<file path="config.mk">
export PLATFORM = sky130hd
export DESIGN_NAME = alu_arbiter
export DESIGN_NICKNAME = d
export VERILOG_FILES = /design/src/rtl/alu_ctrl_pkg.sv /design/src/rtl/rr_arb2.sv /design/src/rtl/alu_arbiter.sv
export SDC_FILE = /design/constraint.sdc
export NUM_CORES = 1
export LEC_CHECK = 0
export BUFFER_PORTS_ARGS = -buffer_cell sky130_fd_sc_hd__buf_2
export CAP_MARGIN = 20
export CORE_AREA = 2 2 107 109
export DETAILED_ROUTE_END_ITERATION = 10
export DIE_AREA = 0 0 109 111
export HOLD_SLACK_MARGIN = 0.05
export PLACE_DENSITY = 0.78
export SLEW_MARGIN = 40
export SYNTH_ARGS = -nofsm -noshare
export SYNTH_HDL_FRONTEND = slang
export SYNTH_HIERARCHICAL = 1
export SYNTH_SLANG_ARGS = --single-unit
</file>
<file path="constraint.sdc">
create_clock -name clk -period 3.7 [get_ports clk]
set_clock_uncertainty 0.2 [all_clocks]
set_input_delay 0.74 -clock clk [delete_from_list [all_inputs] [get_ports clk]]
set_output_delay 0.74 -clock clk [all_outputs]
set_load 0.01 [all_outputs]
</file>
<file path="src/rtl/alu_ctrl_pkg.sv">
//------------------------------------------------------------------------------
// Module   : alu_ctrl_pkg
// Brief    : Opcode, state encodings and control decode for alu_arbiter.
// Revision : 1.0 - initial release
//------------------------------------------------------------------------------
`default_nettype none

package alu_ctrl_pkg;

   typedef logic [1:0] op_t;
   typedef logic [1:0] state_t;

   localparam op_t OP_ADD = 2'b00;
   localparam op_t OP_INC = 2'b01;
   localparam op_t OP_NEG = 2'b10;
   localparam op_t OP_SUB = 2'b11;

   localparam state_t IDLE = 2'd0;
   localparam state_t EXEC = 2'd1;
   localparam state_t RESP = 2'd2;

   // One-hot control vector ordered {sub, neg, inc, add}, so the opcode is the bit index.
   function automatic logic [3:0] op_to_ctrl(input op_t op);
      logic [3:0] c_ctrl;
      c_ctrl = 4'b0000;
      case (op)
         OP_ADD:  c_ctrl = 4'b0001;
         OP_INC:  c_ctrl = 4'b0010;
         OP_NEG:  c_ctrl = 4'b0100;
         OP_SUB:  c_ctrl = 4'b1000;
         default: c_ctrl = 4'b0000;
      endcase
      return c_ctrl;
   endfunction

endpackage

`default_nettype wire

</file>
<file path="src/rtl/rr_arb2.sv">
//------------------------------------------------------------------------------
// Module   : rr_arb2
// Brief    : Combinational two-way round-robin grant; history is held by caller.
// Revision : 1.0 - initial release
//------------------------------------------------------------------------------
`default_nettype none

module rr_arb2 (
   input  logic valid0,
   input  logic valid1,
   input  logic last_grant,
   output logic gnt0,
   output logic gnt1,
   output logic gnt_id
);

   logic w_gnt0;
   logic w_gnt1;

   // On a tie the requester that did not win last time takes the grant.
   assign w_gnt0 = valid0 & (~valid1 | last_grant);
   assign w_gnt1 = valid1 & (~valid0 | ~last_grant);

   assign gnt0   = w_gnt0;
   assign gnt1   = w_gnt1;
   assign gnt_id = w_gnt1;

endmodule

`default_nettype wire

</file>
<file path="src/rtl/alu_arbiter.sv">
//------------------------------------------------------------------------------
// Module   : alu_arbiter
// Brief    : Shares one combinational ALU between two requesters, round-robin.
// Revision : 1.0 - initial release
//------------------------------------------------------------------------------
`default_nettype none

module alu_arbiter
   import alu_ctrl_pkg::*;
#(
   parameter int WIDTH = 32
) (
   input  logic             clk,
   input  logic             rst_n,
   input  logic             req0_valid,
   output logic             req0_ready,
   input  logic [1:0]       req0_op,
   input  logic [WIDTH-1:0] req0_a,
   input  logic [WIDTH-1:0] req0_b,
   input  logic             req1_valid,
   output logic             req1_ready,
   input  logic [1:0]       req1_op,
   input  logic [WIDTH-1:0] req1_a,
   input  logic [WIDTH-1:0] req1_b,
   output logic             rsp_valid,
   input  logic             rsp_ready,
   output logic             rsp_id,
   output logic [WIDTH-1:0] rsp_data,
   output logic             rsp_z,
   output logic             rsp_n,
   output logic             busy,
   output logic [WIDTH-1:0] alu_a,
   output logic [WIDTH-1:0] alu_b,
   output logic             alu_add,
   output logic             alu_inc,
   output logic             alu_neg,
   output logic             alu_sub,
   input  logic [WIDTH-1:0] alu_out,
   input  logic             alu_z,
   input  logic             alu_n
);

   state_t           r_state;
   logic             r_last_grant;
   logic             r_owner;
   op_t              r_op;
   logic [WIDTH-1:0] r_alu_a;
   logic [WIDTH-1:0] r_alu_b;
   logic             r_rsp_valid;
   logic             r_rsp_id;
   logic [WIDTH-1:0] r_rsp_data;
   logic             r_rsp_z;
   logic             r_rsp_n;

   logic             w_idle;
   logic             w_gnt0;
   logic             w_gnt1;
   logic             w_gnt_id;
   logic             w_accept;
   logic [3:0]       w_ctrl;

   rr_arb2 u_rr_arb2 (
      .valid0     (req0_valid),
      .valid1     (req1_valid),
      .last_grant (r_last_grant),
      .gnt0       (w_gnt0),
      .gnt1       (w_gnt1),
      .gnt_id     (w_gnt_id)
   );

   assign w_idle   = (r_state == IDLE);
   assign w_accept = w_idle & (w_gnt0 | w_gnt1);

   // Controls decode from state so an async reset clears them at once.
   assign w_ctrl   = (r_state == EXEC) ? op_to_ctrl(r_op) : 4'b0000;

   always_ff @(posedge clk or negedge rst_n) begin
      if (!rst_n) begin
         r_state      <= IDLE;
         r_last_grant <= 1'b1;
         r_owner      <= 1'b0;
         r_op         <= OP_ADD;
         r_alu_a      <= '0;
         r_alu_b      <= '0;
         r_rsp_valid  <= 1'b0;
         r_rsp_id     <= 1'b0;
         r_rsp_data   <= '0;
         r_rsp_z      <= 1'b0;
         r_rsp_n      <= 1'b0;
      end else begin
         case (r_state)
            IDLE: begin
               if (w_accept) begin
                  r_op         <= w_gnt_id ? req1_op : req0_op;
                  r_alu_a      <= w_gnt_id ? req1_a  : req0_a;
                  r_alu_b      <= w_gnt_id ? req1_b  : req0_b;
                  r_owner      <= w_gnt_id;
                  r_last_grant <= w_gnt_id;
                  r_state      <= EXEC;
               end
            end
            EXEC: begin
               r_rsp_data  <= alu_out;
               r_rsp_z     <= alu_z;
               r_rsp_n     <= alu_n;
               r_rsp_id    <= r_owner;
               r_rsp_valid <= 1'b1;
               r_state     <= RESP;
            end
            RESP: begin
               if (rsp_ready) begin
                  r_rsp_valid <= 1'b0;
                  r_state     <= IDLE;
               end
            end
            default: begin
               r_rsp_valid <= 1'b0;
               r_state     <= IDLE;
            end
         endcase
      end
   end

   assign req0_ready = w_idle & w_gnt0;
   assign req1_ready = w_idle & w_gnt1;

   assign rsp_valid  = r_rsp_valid;
   assign rsp_id     = r_rsp_id;
   assign rsp_data   = r_rsp_data;
   assign rsp_z      = r_rsp_z;
   assign rsp_n      = r_rsp_n;
   assign busy       = ~w_idle;

   assign alu_a      = r_alu_a;
   assign alu_b      = r_alu_b;
   assign alu_add    = w_ctrl[0];
   assign alu_inc    = w_ctrl[1];
   assign alu_neg    = w_ctrl[2];
   assign alu_sub    = w_ctrl[3];

endmodule

`default_nettype wire

</file>
==> results of run 1 <==
## critical path, stage by stage, from the launching register on
cell and delay (ps):
dfrtp_1 430, or2b_1 230, buf_4 240, nor3b_1 230
buf_2 170
## registers in the layout, indices dropped and copies added, names as in the netlist
register and cells:
r_state 2, r_owner 1, rsp_n 1, rsp_z 1
rsp_id 1, alu_b 32, rsp_valid 1, r_op 2
r_last_grant 1, alu_a 32, rsp_data 32
## cell families after synthesis
kind of cell / count (synthesis)
multiplexers: 134
AND/OR/NAND/NOR: 118
flip-flops: 106
buffers and inverters: 27
AO/OA/AOI/OAI: 5
## power groups by stage
stage	registers [mW]	clock network (mW)	logic, mW
global route	2.16	1.04	2.63
detailed placement	2.10	0	2.46
CTS	2.09	0.989	2.45
global placement	2.08	0	2.38
floorplan	2.34	0	1.30
finish	2.08	0.960	2.42
## layout make-up
type / instances / area [um2] / share of cell area (%)
clock buffer: 9 / 225 / 3.38
timing repair buffer: 283 / 1460 / 21.9
inverter: 2 / 7.51 / 0.113
sequential: 106 / 2650 / 39.8
tap: 143 / 179 / 2.68
multi-input combinational: 257 / 2060 / 31.0
clock inverter: 7 / 76.3 / 1.15
## per-layer routing
layer | vias to the layer above | wire [um] | global-route usage (%)
met3 | 23 | 887 | 4.47
li1 | 1841 | - | -
met2 | 169 | 6180 | 35.1
met4 | 0 | 265 | 8.80
met5 | - | 0 | 0
met1 | 1893 | 4470 | 21.8
## cell usage in the layout (no fill, tap or decap), types with 2 or more instances in the layout
master / n
buf_2: 276
mux2_2: 125
nand2_1: 108
dfrtp_1: 105
mux2_4: 9
clkbuf_16: 9
buf_4: 5
nor2_1: 2
inv_1: 2
and2_1: 2
inv_6: 2
clkinvlp_4: 2
buf_12: 2
## path summary, 6_finish.rpt
| check | startpoint | end | slack (ps) | cells past startpoint |
|---|---|---|---|---|
| worst min-delay path | rst_n | alu_a[2] | 220 | 1 |
| min in group clk | r_owner | rsp_id | 260 | 2 |
| worst max register to register | r_last_grant | alu_a[18] | 1370 | 5 |
| worst min register to register | r_owner | rsp_id | 260 | 2 |
| max in group asynchronous | rst_n | alu_a[0] | 2310 | 2 |
| worst max-delay path | r_state[1] | alu_neg | 1100 | 4 |
==> summary.md, run 1 <==
| Metric | Value |
|---|---|
| Number of distinct library cells after synthesis | 25 |
| Internal power contribution | around 3.5 mW |
| Final weighted congestion in routability-driven placement | 0.817 |
| Global-route usage over all layers | 19.6% |
| First-iteration detailed-routing DRC count | between 150 and 200 |
| Width of the chip | 109 um |
| Hold slack | between 200 and 250 ps |
| Share of cell area taken by muxes after synthesis | a little under a third |
| Final wirelength | 11800 um |
| Area growth from synthesis to layout | 36.6% |
| Clock insertion delay at the later pin of the skew report | 340 ps |
| Total power after layout | 5.46 mW |
| Clock tree buffer depth | 2 |
| Per-instance average area after synthesis | 12.5 um2 |
| Starting density of the core | 44.1% |
| Post-placement setup slack | around 1100 ps |
| Count of instances resized after the clock tree is built | 0 |
| Switching power total | just under 2 mW |
| Largest net degree at the start of global routing | 55 |
| Post-route cell area | about 6700 um2 |
| Max-capacitance violation count | 0 |
| Clock transition at the register clock pins on the worst setup and hold paths after CTS | approximately 70 ps |
| Die Y | 111 um |
| Type of origin of the critical path | flop |
| Antenna-violating nets left | 0 |
| Post-DP HPWL | 8980 um |
| Fraction of post-synthesis cell area in the top cell type by area | 53.8% |
| Number of global-route vias before repair | approximately 4000 |
| Clock H-tree levels | 3 |
| Setup repair after global routing missed its margin | no |
| Placed Area | 6360 um2 |
| CTS root buf | clkbuf_16 |
| Warnings from Yosys | 6 |
| Fraction of the mapped netlist area in simple logic gates | under 10% |
| Die area | 12100 um2 |
| Sequential share of power | 38.1% |
| Layout cell share with drive strength beyond 1 | 66.0% |
| Highest clock rate | 385 MHz |
| Seq/Total Area, Yosys | 54.4% |
| Worst-case vdd ir drop | 0.438 mV |
| PwrDens | 819 nW/um2 |
| Proportion of total power due to net switching | 35.5% |
| Post-route non-filler standard cell count | just over 800 |
| Top post-synthesis cells by area | dfrtp_1 54%, mux2_2 29%, nand2_1 8.3%, mux2_4 2.8%, buf_6 1.2% |
| Least setup slack across all paths after layout | 1100 ps |
| Status | completed |
| Share of the clock period used by the worst path after layout | about 70% |
| Core region area | 11100 um2 |
| Number of clock sinks | between 100 and 150 |
| Actual slew at the worst max-slew pin | 679 ps |
| FP Rows | 39 |
| Total number of vias | ~3900 |
| Number of antenna violations at the first check in global routing | 0 |
| Final Critical Period | 2600 ps |
| Signal arrival time at the worst endpoint | 1660 ps |
| Biggest fanout along the worst timing path | 38 |
| Top FF cell, synth | dfrtp_1 |
| Synth Net Count | ~560 |
| Drt drc | 0 |
| Xor and xnor fraction of the mapped netlist area | 0% |
| Synth Cell Area | a little under 5000 um2 |
| Post-DR vias/cell | 4.86 |
| Proportion of synthesized flip-flops having asynchronous set or reset | 100% |
| Antenna cell count | 0 |
| Adder-cell area share of the yosys netlist | 0% |
| Clock tree from TritonCTS | built |
| Type of the worst min-delay path | in -> async |
| Grt total ovfl | 0 |
| Number of endpoints failing setup at the final stage | 0 |
| Global-route wire length before repair | 18700 um |
| Max-slew headroom | 54.7% |
| Final number of hold-violating endpoints | 0 |
| Final net count | 830 |
| CTS buffer count | 9 |
| Clock Power Share | between 15 and 20% |
| Cells after DPL | approximately 800 |
| Number of top-level design ports | 278 |
| Required time of the critical path | 2760 ps |
| Fraction of the mapped netlist area in compound gates | 0.718% |
| Post-synth top area cell | dfrtp_1 |
| Capturing element type of the critical path | primary output |
| Start-to-end type of the worst setup path | reg -> out |
| Dominant combinational cell family by area after synthesis | multiplexers |
| Setup TNS after final layout | 0 ps |
| Number of register bits inferred by synthesis | 106 |
| Gate Count Post-Synth | slightly below 400 |
| Pins over their slew limit | 0 |
| Comb pwr share | 44.3% |
| Final core utilization | around three fifths |
| Count of buffers added by post-CTS timing repair for setup | 0 |
| Number of buffers added on ports | 277 |
| Most frequently used cell type in the post-synthesis netlist | mux2_2 |
| Average routed wire per standard cell | between 10 and 15 um |
| Number of synthesized flops with an enable pin | 0 |
| Number of inserted filler cells in the final layout | around 900 |
| Leakage power figure | 3.47 nW |
| Pre-Repair DR Iteration Count | 4 |
| Leading post-synthesis cells by instance count | 125 x mux2_2, 108 x nand2_1, 105 x dfrtp_1 |
| Number of buffers inserted for hold repair after clock tree synthesis | 0 |
Power figures use the tool's default switching activity.
==> run 2, diff against run 1 <==
Settings changed: CORE_AREA 2 2 107 109 to unset, CORE_ASPECT_RATIO set to 0.8, CORE_MARGIN set to 1.5, CORE_UTILIZATION set to 44, DIE_AREA 0 0 109 111 to unset, PLACE_DENSITY 0.78 to 0.77.
Clock period 3.7 ns to 2.6 ns, I/O delays scaled along.
==> run 2 against run 1 <==
Compared with the run above:
- sequential power is 43% higher
- via count is 1.2% lower
- non-clock buffer count is 3 higher
- clock power is 55% higher
- combinational power is 45% higher
- setup slack worse by 690 ps
- clock-buffer cell count stayed put
- critical path depth stayed put
- critical path type unchanged
- critical endpoint is now req1_ready
==> summary.md, run 2 (synthesis gave the netlist of run 1 again) <==
| Metric | Value |
|---|---|
| Most frequent standard cell in the layout excluding fill and tap cells | buf_2 |
| Number of buffers added on ports | 277 (unchanged) |
| Total number of vias | 3879 (-1.2%) |
| Leakage power figure | 3.51 nW (+1.4%) |
| Area growth from synthesis to layout | 38.5% |
| Capturing element type of the critical path | primary output |
| Clock transition at the register clock pins on the worst setup and hold paths after CTS | 70 ps (about the same) |
| Final Critical Period | 2190 ps |
| Count of instances resized after the clock tree is built | 0 (unchanged) |
| Final weighted congestion in routability-driven placement | 0.770 (-5.7%) |
| Number of global-route vias before repair | 4084 (+1.5%) |
| Post-placement setup slack | 435 ps (-632 ps) |
| Setup repair after global routing missed its margin | no |
| CTS buffer count | 9 (unchanged) |
| Layout cell share with drive strength beyond 1 | 66.0% (about the same) |
| Max-capacitance violation count | 0 (unchanged) |
| Actual slew at the worst max-slew pin | 377 ps (-302 ps) |
| Clock H-tree levels | 3 (unchanged) |
| Clock tree from TritonCTS | built |
| Number of clock sinks | 106 (unchanged) |
| Clock tree buffer depth | 2 (unchanged) |
| Core region area | 10800 um2 (-2.1%) |
| Grt total ovfl | 0 (unchanged) |
| PwrDens | 1180 nW/um2 (+44%) |
| Reg2Reg Launch Point | r_last_grant |
| Die area | 11700 um2 (-3.0%) |
| Status | completed |
| Number of inserted filler cells in the final layout | 881 (-2.3%) |
| Setup TNS after final layout | 0 ps (unchanged) |
| Final net count | 833 (+0.36%) |
| Final wirelength | 11700 um (-0.67%) |
| Max-slew headroom | 74.9% (+20 points) |
| Logic depth of the worst register-to-register path | 5 (unchanged) |
| Count of buffers added by post-CTS timing repair for setup | 0 (unchanged) |
| Drt drc | 0 (unchanged) |
| Post-DR vias/cell | 4.78 (-1.7%) |
| FP Rows | 34 (-13%) |
| Global-route wire length before repair | 19100 um (+2.4%) |
| First-iteration detailed-routing DRC count | 188 (+13%) |
| Post-DP HPWL | 9080 um (+1.0%) |
| Worst-case vdd ir drop | 0.558 mV (+27%) |
| Width of the chip | 121 um (+11%) |
| Biggest fanout along the worst timing path | 28 (-26%) |
| Die Y | 97.2 um (-12%) |
| Least setup slack across all paths after layout | 412 ps (-687 ps) |
| Number of top-level design ports | 278 (unchanged) |
| Share of the clock period used by the worst path after layout | 84.1% |
| Endpoint of the most critical setup path | req1_ready |
| Start-to-end type of the worst setup path | reg -> out |
| Antenna cell count | 0 (unchanged) |
| Global-route usage over all layers | 20.5% (+0.85 points) |
| Pre-Repair DR Iteration Count | 4 (unchanged) |
| Highest clock rate | 457 MHz |
| Required time of the critical path | 1880 ps (-880 ps) |
| Minimum setup slack among reg-to-reg paths | 500 ps (-870 ps) |
| Top library cells by usage in the layout, fill and taps aside | 276 x buf_2, 125 x mux2_2, 108 x nand2_1, 105 x dfrtp_1 |
| Final number of hold-violating endpoints | 0 (unchanged) |
| Clock insertion delay at the later pin of the skew report | 340 ps (about the same) |
| Number of endpoints failing setup at the final stage | 0 (unchanged) |
| Type of the worst min-delay path | in -> reg |
| Worst setup path startpoint | r_last_grant |
| Largest net degree at the start of global routing | 56 (+1.8%) |
| Signal arrival time at the worst endpoint | 1470 ps (-190 ps) |
| Starting density of the core | 45.0% (+0.93 points) |
| Average routed wire per standard cell | 14.5 um (-1.2%) |
| Capturing point of the worst reg2reg path | alu_b[29] |
| Pins over their slew limit | 0 (unchanged) |
| CTS root buf | clkbuf_16 |
| Number of antenna violations at the first check in global routing | 0 (unchanged) |
| Type of origin of the critical path | flop |
| Antenna-violating nets left | 0 (unchanged) |
==> run 2: metal layers <==
layer / vias to the layer above / share of wire [%] / GRT usage (%)
li1: 1858 / - / -
met1: 1842 / 40 / 23.9
met2: 160 / 52 / 36.7
met3: 19 / 6.1 / 5.22
met4: 0 / 2.0 / 6.61
met5: - / 0 / 0
==> run 2: where the power goes <==
group / internal (mW) / switching [mW]
clock network: 0.866 / 0.621
logic: 1.80 / 1.70
registers: 2.51 / 0.463
total: 5.17 / 2.78
==> run 2: what timing repair did <==
item,CTS,global route
hold endpoints to repair,27,0
setup endpoints to repair,0,0
hold buffers,1,0
==> run 2: metrics by stage <==
step           utilization [%]  instance area (um2)  hold slack (ps)  power, mW  std cells
2_1_floorplan                -                 4880             24.4       5.18        390
3_5_place_dp              59.1                 6420              257       6.55        794
6_report                  62.3                 6760              168       7.95        811
3_3_place_gp              59.1                 6420              246       6.38        794
4_1_cts                   62.3                 6760              154       8.06        811
5_1_grt                   62.3                 6760              157       8.51        811
==> run 2: cell type report <==
class | instances | area (um2) | area share [%]
sequential | 106 | 2650 | 39.3
multi-input combinational | 257 | 2060 | 30.5
timing repair buffer | 286 | 1520 | 22.5
clock buffer | 9 | 225 | 3.33
tap | 144 | 180 | 2.67
clock inverter | 7 | 109 | 1.61
inverter | 2 | 7.51 | 0.111
==> run 2: worst max-delay path: stages, from the launching register on <==
cell      delay, ps
dfstp_2         390
a21boi_4        240
buf_12          230
and2_1          150
buf_2           120
==> run 2: worst min path at each step <==
stage	slack, ps	from	end	depth (start not counted)
floorplan	20	rst_n	alu_a[0]	0
global placement	250	r_owner	rsp_id	2
detailed placement	260	rst_n	alu_b[10]	1
CTS	150	alu_out[24]	rsp_data[24]	3
global route	160	alu_out[22]	rsp_data[22]	3
finish	170	alu_n	rsp_n	3
==> run 3, diff against run 2 <==
Clock period 2.6 ns to 2.2 ns, I/O delays scaled along.
==> run 3 against run 2 <==
Compared with the run above:
- clock power rose by 8%
- sequential share of layout area barely moved
- first-iteration DRC count decreased by 40%
- highest routed layer unchanged
==> summary.md, run 3 (synthesis gave the netlist of run 1 again) <==
| Metric | Value |
|---|---|
| CTS buffer count | 9 (unchanged) |
| Total power after layout | 9.29 mW (+17%) |
| Number of global-route vias before repair | 3950 (-3.3%) |
| Setup repair after global routing missed its margin | no |
| Pre-Repair DR Iteration Count | 4 (unchanged) |
| Top library cells by usage in the layout, fill and taps aside | 276 x buf_2, 125 x mux2_2, 108 x nand2_1, 103 x dfrtp_1, 10 x clkbuf_16 |
| Average routed wire per standard cell | 14.7 um (+1.9%) |
| Type of the worst min-delay path | in -> reg |
| CTS root buf | clkbuf_16 |
| FP Rows | 34 (unchanged) |
| Worst-case vdd ir drop | 0.845 mV (+51%) |
| Max-capacitance violation count | 0 (unchanged) |
| GR Util met1 | 23.6% (-0.24 points) |
| Met3 track demand over resource | 4.87% (-0.35 points) |
| Biggest fanout along the worst timing path | 5 (-82%) |
| Clock H-tree levels | 3 (unchanged) |
| Logic depth of the worst register-to-register path | 5 (unchanged) |
| Capturing point of the worst reg2reg path | alu_b[30] |
| Actual slew at the worst max-slew pin | 584 ps (+207 ps) |
| Reg2Reg Launch Point | r_last_grant |
| Antenna-violating nets left | 0 (unchanged) |
| Status | completed |
| Most frequent standard cell in the layout excluding fill and tap cells | buf_2 |
| Start-to-end type of the worst setup path | reg -> out |
| Share of the clock period used by the worst path after layout | between 90 and 100% |
| Clock tree buffer depth | 2 (unchanged) |
| Drt drc | 0 (unchanged) |
| PwrDens | 1370 nW/um2 (+17%) |
| Number of inserted filler cells in the final layout | 892 (+1.2%) |
| Post-DP HPWL | 8920 um (-1.7%) |
| Final net count | 834 (+0.12%) |
| Core region area | 10800 um2 (unchanged) |
| Layout cell share with drive strength beyond 1 | 66.5% (+0.50 points) |
| Capturing element type of the critical path | primary output |
| Setup TNS after final layout | 0 ps (unchanged) |
| Die area | 11700 um2 (unchanged) |
| Final weighted congestion in routability-driven placement | 0.766 (-0.53%) |
| Area growth from synthesis to layout | 38.5% (about the same) |
| Final wirelength | 12000 um (+2.0%) |
| Leakage power figure | 3.51 nW (-0.19%) |
| Number of endpoints failing setup at the final stage | 0 (unchanged) |
| Highest clock rate | just under 500 MHz |
| Required time of the critical path | 1560 ps (-320 ps) |
| Number of antenna violations at the first check in global routing | 0 (unchanged) |
| Signal arrival time at the worst endpoint | 1430 ps (-40 ps) |
| Clock tree from TritonCTS | built |
| Clock insertion delay at the later pin of the skew report | 340 ps (about the same) |
| Worst setup path startpoint | r_state[1] |
| Die Y | 97.2 um (unchanged) |
| Final number of hold-violating endpoints | 0 (unchanged) |
| Post-placement setup slack | 140 ps (-296 ps) |
| Grt total ovfl | 0 (unchanged) |
| Global-route wire length before repair | 18900 um (-1.5%) |
| Clock transition at the register clock pins on the worst setup and hold paths after CTS | 70 ps (about the same) |
| Pins over their slew limit | 0 (unchanged) |
| Endpoint of the most critical setup path | alu_neg |
| Max-slew headroom | 61.0% (-14 points) |
| Placed Area | 6410 um2 (-0.12%) |
| Final Critical Period | approximately 2100 ps |
| Least setup slack across all paths after layout | 127 ps (-285 ps) |
| Number of top-level design ports | 278 (unchanged) |
| Post-route cell area | 6760 um2 (about the same) |
| Hold path start | alu_n |
| Number of clock sinks | 106 (unchanged) |
| Global-route track usage on met2 | 36.7% (-0.044 points) |
| Antenna cell count | 0 (unchanged) |
| Total number of vias | 3914 (+0.90%) |
| First-iteration detailed-routing DRC count | 113 (-40%) |
| Width of the chip | 121 um (unchanged) |
| Minimum setup slack among reg-to-reg paths | 260 ps (-240 ps) |
| Final core utilization | 62.3% (about the same) |
| Largest net degree at the start of global routing | 107 (+91%) |
| Gr busiest metal | met2 |
| Type of origin of the critical path | flop |
| Post-DR vias/cell | 4.82 (+0.78%) |
| Starting density of the core | 45.0% (unchanged) |
| Number of buffers added on ports | 277 (unchanged) |
| Global-route usage over all layers | 20.3% (-0.23 points) |
## run 3: how the worst min path moves through the flow
| stage | to | cells past startpoint |
|---|---|---|
| floorplan | alu_a[0] | 0 |
| global placement | rsp_id | 2 |
| detailed placement | rsp_data[12] | 2 |
| CTS | rsp_n | 3 |
| global route | rsp_z | 3 |
| finish | rsp_n | 3 |
## run 3: area by class of cell
cell class                 instances  area [um2]  share of cell area (%)
multi-input combinational        257        2070                    30.6
inverter                           2        7.51                   0.111
timing repair buffer             287        1550                    22.9
clock inverter                     7        76.3                    1.13
tap                              144         180                    2.67
clock buffer                       9         225                    3.33
sequential                       106        2660                    39.3
## run 3: what timing repair did
item | in CTS | in global routing
hold endpoints to repair | 105 | 0
buffers inserted | 0 | 1
endpoints found under the setup margin | 0 | 3
resized for setup | 0 | 3
hold buffers | 1 | 0
## run 3: per-stage QoR
step / hold WS (ps) / std cells
final: 86.2 / 812
after global routing: 84.0 / 812
after CTS: 71.1 / 810
after detailed placement: 258 / 793
after global placement: 244 / 793
after floorplan: -55.6 / 390
## run 3: metal layers
layer	up-vias	part of all wire [%]
met3	23	6.2
met4	0	2.1
met2	159	52
met1	1877	40
met5	-	0
li1	1855	-
## run 3: where the power goes
group	internal [mW]	switching [mW]	leakage, nW
logic	2.14	2.04	2.10
clock network	0.893	0.714	0.148
registers	2.97	0.536	1.26
total	6.00	3.29	3.51
## run 3: critical path, cell delays in order (launching register included)
cell and delay (ps):
dfrtp_2 450, or2b_1 280, nor3b_1 210, buf_2 170
